[src/rtl/laplace_scheduler.sv]
// laplace_scheduler: walks the interior pixels of a ROWS x COLS row-major
// image, fetches the 4-neighbour cross for each, feeds the external
// combinational Laplace kernel and writes its low byte to the result RAM.
// Seven cycles per pixel (five reads, one capture, one write) plus stalls.
module laplace_scheduler #(
  parameter int ROWS   = 512,
  parameter int COLS   = 512,
  parameter int ADDR_W = 18
) (
  input  logic              clk,
  input  logic              rst,
  input  logic              start,
  output logic              busy,
  output logic              done,
  output logic              src_rd,
  output logic [ADDR_W-1:0] src_addr,
  input  logic [7:0]        src_data,
  output logic [7:0]        k_b,
  output logic [7:0]        k_d,
  output logic [7:0]        k_e,
  output logic [7:0]        k_f,
  output logic [7:0]        k_h,
  input  logic [8:0]        k_s,
  output logic              dst_we,
  output logic [ADDR_W-1:0] dst_addr,
  output logic [7:0]        dst_data,
  input  logic              dst_ready
);

  typedef enum logic [3:0] {
    S_IDLE, S_F0, S_F1, S_F2, S_F3, S_F4, S_LAST, S_WR, S_DONE
  } state_t;

  localparam logic [ADDR_W-1:0] OFF_C   = ADDR_W'(COLS);
  localparam logic [ADDR_W-1:0] OFF_C1  = ADDR_W'(COLS + 1);
  localparam logic [ADDR_W-1:0] OFF_C2  = ADDR_W'(COLS + 2);
  localparam logic [ADDR_W-1:0] OFF_2C1 = ADDR_W'(2 * COLS + 1);
  localparam logic [ADDR_W-1:0] LAST_R  = ADDR_W'(ROWS - 3);
  localparam logic [ADDR_W-1:0] LAST_C  = ADDR_W'(COLS - 3);

  state_t            r_state, w_next;
  logic [ADDR_W-1:0] r_row, r_col;   // output-pixel coordinates
  logic [ADDR_W-1:0] r_base;         // r*COLS + c, tracked incrementally
  logic [ADDR_W-1:0] r_dst_idx;      // r*(COLS-2) + c, running
  logic              w_last_col, w_last_pix, w_wr_done;

  // The kernel result is 9 bits; only the low byte is written (truncation).
  logic w_unused_ks8;
  assign w_unused_ks8 = k_s[8];

  assign w_last_col = (r_col == LAST_C);
  assign w_last_pix = w_last_col && (r_row == LAST_R);
  assign w_wr_done  = (r_state == S_WR) && dst_ready;

  // State register; synchronous reset aborts a pass at once.
  always_ff @(posedge clk) begin
    if (rst) r_state <= S_IDLE;
    else     r_state <= w_next;
  end

  // Next-state: fixed fetch sequence, WR holds until the write is accepted.
  always_comb begin
    w_next = r_state;
    case (r_state)
      S_IDLE:  if (start) w_next = S_F0;
      S_F0:    w_next = S_F1;
      S_F1:    w_next = S_F2;
      S_F2:    w_next = S_F3;
      S_F3:    w_next = S_F4;
      S_F4:    w_next = S_LAST;
      S_LAST:  w_next = S_WR;
      S_WR:    if (dst_ready) w_next = w_last_pix ? S_DONE : S_F0;
      S_DONE:  w_next = S_IDLE;
      default: w_next = S_IDLE;
    endcase
  end

  // Outputs decoded from state; idle values are all zero.
  always_comb begin
    busy     = 1'b0;
    done     = 1'b0;
    src_rd   = 1'b0;
    src_addr = '0;
    dst_we   = 1'b0;
    dst_addr = '0;
    dst_data = '0;
    case (r_state)
      S_F0:   begin busy = 1'b1; src_rd = 1'b1; src_addr = r_base + ADDR_W'(1); end
      S_F1:   begin busy = 1'b1; src_rd = 1'b1; src_addr = r_base + OFF_C;      end
      S_F2:   begin busy = 1'b1; src_rd = 1'b1; src_addr = r_base + OFF_C1;     end
      S_F3:   begin busy = 1'b1; src_rd = 1'b1; src_addr = r_base + OFF_C2;     end
      S_F4:   begin busy = 1'b1; src_rd = 1'b1; src_addr = r_base + OFF_2C1;    end
      S_LAST: busy = 1'b1;
      S_WR:   begin
        busy     = 1'b1;
        dst_we   = 1'b1;
        dst_addr = r_dst_idx;
        dst_data = k_s[7:0];
      end
      S_DONE: done = 1'b1;
      default: ;
    endcase
  end

  // Neighbour capture (one cycle behind each read) and raster counters.
  always_ff @(posedge clk) begin
    if (rst) begin
      k_b       <= '0;
      k_d       <= '0;
      k_e       <= '0;
      k_f       <= '0;
      k_h       <= '0;
      r_row     <= '0;
      r_col     <= '0;
      r_base    <= '0;
      r_dst_idx <= '0;
    end else begin
      case (r_state)
        S_F1:   k_b <= src_data;
        S_F2:   k_d <= src_data;
        S_F3:   k_e <= src_data;
        S_F4:   k_f <= src_data;
        S_LAST: k_h <= src_data;
        S_DONE: begin
          r_row     <= '0;
          r_col     <= '0;
          r_base    <= '0;
          r_dst_idx <= '0;
        end
        default: ;
      endcase
      if (w_wr_done) begin
        r_dst_idx <= r_dst_idx + ADDR_W'(1);
        if (w_last_col) begin
          // Skip the two border columns to land on the next row's first pixel.
          r_col  <= '0;
          r_row  <= r_row + ADDR_W'(1);
          r_base <= r_base + ADDR_W'(3);
        end else begin
          r_col  <= r_col + ADDR_W'(1);
          r_base <= r_base + ADDR_W'(1);
        end
      end
    end
  end

endmodule

[config.mk]
export PLATFORM = sky130hd
export DESIGN_NAME = laplace_scheduler
export DESIGN_NICKNAME = d
export VERILOG_FILES = /design/src/rtl/laplace_scheduler.sv
export SDC_FILE = /design/constraint.sdc
export NUM_CORES = 1
export LEC_CHECK = 0
export ABC_AREA = 1
export BUFFER_PORTS_ARGS = -buffer_cell sky130_fd_sc_hd__buf_2
export CORE_ASPECT_RATIO = 0.75
export CORE_MARGIN = 8
export CORE_UTILIZATION = 50
export CTS_BUF_LIST = sky130_fd_sc_hd__clkbuf_4
export DETAILED_ROUTE_END_ITERATION = 7
export PLACE_DENSITY = 0.77
export SETUP_SLACK_MARGIN = 0.3
export SLEW_MARGIN = 20
export SYNTH_ARGS = -nofsm -noshare
export SYNTH_HDL_FRONTEND = slang
export SYNTH_SLANG_ARGS = --single-unit
export TNS_END_PERCENT = 5
[constraint.sdc]
create_clock -name clk -period 2.5 [get_ports clk]
set_input_delay 0.5 -clock clk [delete_from_list [all_inputs] [get_ports clk]]
set_output_delay 0.5 -clock clk [all_outputs]
set_load 0.02 [all_outputs]
==> results of run 1 <==
tightest hold or removal path: stages:
cell and delay [ps]:
sky130_fd_sc_hd__buf_2 130, sky130_fd_sc_hd__nor2_1 50, sky130_fd_sc_hd__nor2_1 90
synthesized netlist by cell type (3+ instances only):
cell type | count | area share (%)
sky130_fd_sc_hd__xnor2_1 | 4 | 0.46
sky130_fd_sc_hd__nand2_2 | 10 | 0.81
sky130_fd_sc_hd__buf_2 | 12 | 0.78
sky130_fd_sc_hd__o21ai_2 | 4 | 0.46
sky130_fd_sc_hd__o2111ai_1 | 3 | 0.34
sky130_fd_sc_hd__nor2_4 | 7 | 1.0
sky130_fd_sc_hd__o22ai_1 | 3 | 0.24
sky130_fd_sc_hd__nand2_1 | 288 | 14
sky130_fd_sc_hd__o21ai_1 | 8 | 0.52
sky130_fd_sc_hd__nor2_2 | 11 | 0.90
sky130_fd_sc_hd__nor3_1 | 21 | 1.4
sky130_fd_sc_hd__o211ai_1 | 5 | 0.49
sky130_fd_sc_hd__a21oi_1 | 59 | 3.8
sky130_fd_sc_hd__inv_2 | 10 | 0.49
sky130_fd_sc_hd__xor2_1 | 19 | 2.2
sky130_fd_sc_hd__buf_6 | 6 | 0.88
sky130_fd_sc_hd__o211ai_2 | 5 | 0.81
sky130_fd_sc_hd__inv_1 | 133 | 6.5
sky130_fd_sc_hd__nor2_8 | 3 | 0.78
sky130_fd_sc_hd__dfxtp_1 | 116 | 30
sky130_fd_sc_hd__clkbuf_1 | 15 | 0.73
sky130_fd_sc_hd__o221ai_1 | 4 | 0.46
sky130_fd_sc_hd__nand3_1 | 91 | 5.9
sky130_fd_sc_hd__ha_1 | 13 | 2.1
sky130_fd_sc_hd__clkinv_1 | 3 | 0.15
sky130_fd_sc_hd__nor2_1 | 210 | 10
sky130_fd_sc_hd__nand4_1 | 19 | 1.5
sky130_fd_sc_hd__o21ai_0 | 97 | 6.3
sky130_fd_sc_hd__buf_4 | 7 | 0.68
timing repair:
item / in CTS / in global routing
hold endpoints to repair: 0 / 0
pin swaps: 10 / 2
cloned: 0 / 0
endpoints found under the setup margin: 46 / 59
resized for setup: 48 / 35
buffers inserted: 3 / 3
metrics by stage:
stage | hold WS [ps] | setup TNS (ps)
floorplan | 446.8 | 0
global placement | 458.1 | 0
detailed placement | 469.1 | 0
CTS | 219.5 | -4187
global route | 217.3 | -6772
finish | 250.9 | -3885
sequential cells by signal (all words and copies together) (netlist names):
register   flops
r_row         18
k_b            8
k_f            8
r_dst_idx     18
k_e            8
r_base        18
r_state        4
r_col         18
k_h            8
k_d            8
cell type report:
type / instances / area (µm²) / area share, %
inverter: 147 / 569.3 / 6.207
sequential: 116 / 2340 / 25.51
clock buffer: 22 / 165.2 / 1.801
clock inverter: 10 / 132.6 / 1.446
multi-input combinational: 916 / 4775 / 52.05
tap: 205 / 256.5 / 2.796
timing repair buffer: 150 / 934.6 / 10.19
worst max-delay path by stage:
stage          cells past startpoint               startpoint      endpoint  slack (ps)
6_report                          13  r_state[0]$_SDFFE_PP0P_  src_addr[16]        -370
5_1_grt                           14  r_state[2]$_SDFFE_PP0P_  src_addr[17]        -530
4_1_cts                           14  r_state[2]$_SDFFE_PP0P_  src_addr[17]        -350
3_5_place_dp                      12  r_state[0]$_SDFFE_PP0P_  src_addr[11]          40
3_3_place_gp                      12  r_state[0]$_SDFFE_PP0P_  src_addr[11]          90
2_1_floorplan                     13  r_state[2]$_SDFFE_PP0P_  src_addr[17]         220
power by group:
part           switching [µW]  internal [µW]  total (µW)
combinational             337            157         494
clock                     735            742        1480
sequential               22.5           1890        1910
total                    1090           2790        3880
per-layer routing:
layer / track usage (%) / routed length (µm) / up-vias
met5: 0 / 0 / -
met4: 8.049 / 356 / 0
met3: 6.287 / 2115 / 40
met2: 35.28 / 10240 / 377
met1: 31.87 / 10880 / 3855
li1: - / - / 4203
logic make-up after synthesis:
kind of cell	Yosys count	synth area share, %
buf+inv	191	10.70
fa+ha+maj	13	2.118
flops	116	30.24
xor+xnor	23	2.623
simple gates	672	38.48
compound gates	208	15.84
==> impl_metrics.toml, run 1 <==
[status]
status = "complete, but fails checks"
violations = "setup timing"

[clocking]
worstSkewPairLatency_ps = 550
numCtsBuffers = 17
cts_tree = "yes"
clock_sinks = 116
htree_num_levels = 4
clockRootBuffer = "sky130_fd_sc_hd__clkbuf_4"
clkTransAtPathRegs_ps = 110
hold_buffers = 0
clock_path_buffers = 2

[final_layout]
num-nets-final = 1382
layout.cell_area.non_filler_um2 = 9173
post_route_cells_drive_above_1_share_pct = 21.60
fillCellCount = 1436
finalCoreUtilization_pct = 60.64
n_antenna_cell = 0
flow.area_growth_from_synthesis_pct = 19.44
instances_no_fill = 1566
mostFrequentLayoutCells = "sky130_fd_sc_hd__nand2_1, sky130_fd_sc_hd__nor2_1, sky130_fd_sc_hd__inv_1, sky130_fd_sc_hd__dfxtp_1, sky130_fd_sc_hd__buf_2"
final_common_cell = "sky130_fd_sc_hd__nand2_1"

[timing]
layout_min_cycle_time_ps = 2872
finalSetupViolCount = 18
post-route-worst-setup-slack_ps = -371.9
slew_violations = 0
fin_worst_skew_ps = 18.95
final-hold-violation-count = 0
grt_setup_unrepaired = "yes"
timing_worst_slew_pin_value_ps = 474.9
period_share_pct = 114.9
timing.slew.headroom_pct = 68.31
maximum_clock_rate_ghz = 0.3482

[critical_path]
timing.critical_path.required_ps = 2000
path_cells = "inv_2 > nor2_4 > nand2_4 > ha_4 > inv_1 > nor3_2 > nand3_1 > nand2_2 > nand2_1 > nand2_1 > nand3_2 > nand3_2 > buf_6"
timing.critical_path.slowest_stage_cell = "sky130_fd_sc_hd__dfxtp_2"
timing.critical_path.to_type = "output port"
worstPathArrival_ps = 2370
rr_startpoint = "r_col[1]$_SDFFE_PP0P_"
timing.critical_path.fanout_max = 6
critPathMaxStageDelay_ps = 350
cp.buffers_inverters = 3
reg2regPathDepth = 9
worst_setup_path_start_kind = "register"
ff2ff_setup_slack_ps = 460
startpoint_to_endpoint_class_of_the_critical_path = "register to output port"
crit-reg2reg-capture = "r_row[17]$_SDFF_PP0_"
cp_top_family = "simple AND/OR/NAND/NOR gates"

[floorplan]
design.core.area_um2 = 15130
floorplan.die.width_um = 159.1
top_level_ports = 109
die_area_um2 = 19620
initial_core_util_pct = 50.77
rows = 39
die-height_um = 123.3

[synth]
synth-main-ff-cell = "sky130_fd_sc_hd__dfxtp_1"
post_synth_instance_area_um2 = 7680
ys_seq_elements = 116
synthesis.area_per_instance_um2 = 6.280
synth_cell_type_count = 56
synth_cells = 1223
net_count_of_the_mapped_netlist = 1257
synth_edf_count = 0
postSynth.asyncResetShare_pct = 0
synth.yosys.seq_area_share_pct = 30.24
synth.yosys.warnings = 0

[placed_design]
dp_worst_setup_slack_ps = 42.95
dp_cells = 1528
placed_area_um2 = 8544
gp_congestion = 0.9583
port_buffers = 107
detailedPlacementHpwl_mm = 17.03

[run]
max_capacitance_violation_count = 0

[pwr]
power_leakage_uw = 0.004090
max-vdd-ir-drop_mv = 0.3233
pwr_density_cell_nw_per_um2 = 423.1
totalPowerFinal_uw = 3881

[global_route]
grtUsageTotal_pct = 23.38
grt_first_pass_wirelength_mm = 37.83
via_count_of_the_first_global_routing_pass = 7740
grt_max_degree = 63
gr-total-overflow = 0
antenna_found_initial = 0

[min_path]
min_delay_path_depth = 3
min_to = "k_e[7]$_SDFFE_PP0P_"
min-delay-path-class = "input port to register"
hold_path.startpoint = "src_data[7]"

[route]
postRouteAntennaNets = 0
via_per_inst = 5.412
detail_route.iter0.violations = 905
drt_first_pass_iters = 6
vias = 8475
route.detailed.drc = 0
post_drt_wl_per_cell_um = 15.07
routed_wirelength_mm = 23.59
No activity file was read; power rests on OpenSTA's default activity.
==> run 2: changes to the inputs <==
- clock period: 2.5 -> 3.34 ns (I/O delays scaled with it)
==> impl_metrics.toml, run 2 (synthesis gave the netlist of run 1 again) <==
[final_layout]
finalCoreUtilization_pct = 58.74
layout.cell_area.non_filler_um2 = 8886
fillCellCount = 1481
final_common_cell = "sky130_fd_sc_hd__nand2_1"
num-nets-final = 1361
flow.area_growth_from_synthesis_pct = 15.71
post_route_cells_drive_above_1_share_pct = 19.42
mostFrequentLayoutCells = "sky130_fd_sc_hd__nand2_1, sky130_fd_sc_hd__nor2_1, sky130_fd_sc_hd__inv_1, sky130_fd_sc_hd__dfxtp_1, sky130_fd_sc_hd__buf_2"
n_antenna_cell = 0

[timing]
timing.slew.headroom_pct = 65.97
post-route-worst-setup-slack_ps = 258.1
slew_violations = 0
layout_min_cycle_time_ps = 3082
final-hold-violation-count = 0
period_share_pct = 92.27
final.setup.tns_ps = 0
maximum_clock_rate_ghz = 0.3245
timing_worst_slew_pin_value_ps = 508.6
fin_worst_skew_ps = 19.80
finalSetupViolCount = 0
grt_setup_unrepaired = "yes"

[status]
status = "finished clean"

[global_route]
grt_first_pass_wirelength_mm = 37.12
grt_max_degree = 65
gr-total-overflow = 0
via_count_of_the_first_global_routing_pass = 7513
antenna_found_initial = 0
grtUsageTotal_pct = 22.81

[pwr]
power_leakage_uw = 0.003936
totalPowerFinal_uw = 2888
pwr_density_cell_nw_per_um2 = 325.0
max-vdd-ir-drop_mv = 0.2763

[clocking]
hold_buffers = 0
clock_sinks = 116
clock_path_buffers = 2
numCtsBuffers = 17
cts_tree = "yes"
clockRootBuffer = "sky130_fd_sc_hd__clkbuf_4"
worstSkewPairLatency_ps = 540
clkTransAtPathRegs_ps = 100
htree_num_levels = 4

[critical_path]
ff2ff_setup_slack_ps = 1020
timing.critical_path.required_ps = 2670
timing.critical_path.fanout_max = 8
path_cells = "buf_4 > nor2_1 > nand2_1 > inv_2 > nor2_2 > inv_2 > nand2_1 > o21ai_0 > buf_2"
timing.critical_path.to_type = "output port"
reg2regPathDepth = 10
rr_startpoint = "r_col[0]$_SDFFE_PP0P_"
critPathMaxStageDelay_ps = 350
startpoint_to_endpoint_class_of_the_critical_path = "register to output port"
timing.critical_path.slowest_stage_cell = "sky130_fd_sc_hd__dfxtp_2"
crit-reg2reg-capture = "r_base[2]$_SDFFE_PP0P_"
worst_setup_path_start_kind = "register"
worstPathArrival_ps = 2410

[floorplan]
initial_core_util_pct = 50.77
design.core.area_um2 = 15130
die-height_um = 123.3
top_level_ports = 109
rows = 39
die_area_um2 = 19620
floorplan.die.width_um = 159.1

[placed_design]
dp_worst_setup_slack_ps = 524.6
gp_congestion = 0.9576
port_buffers = 107
placed_area_um2 = 8294
detailedPlacementHpwl_mm = 16.35

[min_path]
hold_path.startpoint = "src_data[7]"
min_to = "k_e[7]$_SDFFE_PP0P_"
min-delay-path-class = "input port to register"
min_delay_path_depth = 3

[route]
via_per_inst = 5.371
postRouteAntennaNets = 0
drt_first_pass_iters = 7
routed_wirelength_mm = 22.95
post_drt_wl_per_cell_um = 14.86
route.detailed.drc = 0
vias = 8293
detail_route.iter0.violations = 742

[run]
max_capacitance_violation_count = 0
==> run 2: layout make-up <==
class,count,area [µm²],share of cell area (%)
clock buffer,18,135.1,1.521
clock inverter,13,163.9,1.845
inverter,147,561.8,6.322
multi-input combinational,916,4671,52.56
sequential,116,2351,26.46
tap,205,256.5,2.887
timing repair buffer,129,747.0,8.406
==> run 2: metrics by stage <==
| stage | instances | hold WS (ps) |
|---|---|---|
| floorplan | 1223 | 446.8 |
| global placement | 1501 | 457.9 |
| detailed placement | 1501 | 467.8 |
| CTS | 1540 | 396.0 |
| global route | 1544 | 416.4 |
| finish | 1544 | 442.3 |
==> run 2: worst max path at each step <==
stage,start,endpoint,slack [ps]
finish,r_state[2]$_SDFFE_PP0P_,src_addr[0],260
CTS,r_state[0]$_SDFFE_PP0P_,src_addr[17],200
detailed placement,r_state[3]$_SDFFE_PP0P_,src_addr[17],520
floorplan,r_state[3]$_SDFFE_PP0P_,src_addr[11],690
global route,r_state[2]$_SDFFE_PP0P_,src_addr[5],100
global placement,r_state[3]$_SDFFE_PP0P_,src_addr[17],560
==> run 2: routing by layer <==
metal / global-route usage [%] / vias to the layer above / routed length (µm)
li1: - / 4166 / -
met1: 31.70 / 3762 / 10660
met2: 34.48 / 346 / 10180
met3: 5.722 / 19 / 1925
met4: 6.580 / 0 / 188
met5: 0 / - / 0
==> run 2: report_power, final <==
part	leakage, µW	internal (µW)	switching, µW
clock network	0.000157	584	545
logic	0.00283	94.2	231
registers	0.000944	1410	21.9
==> run 2: worst max-delay path: cells and delay by family, from the launching register on <==
family,cells,cell delay (ps)
simple gates,4,670
buf+inv,4,720
flops,1,350
compound gates,1,120
==> run 2: timing repair <==
| item | CTS | global route |
|---|---|---|
| pin swaps | 5 | 16 |
| setup endpoints to repair | 19 | 18 |
| gates resized for setup | 30 | 39 |
| endpoints found under the hold margin | 0 | 0 |
| buffers inserted | 8 | 4 |
| cloned | 0 | 0 |
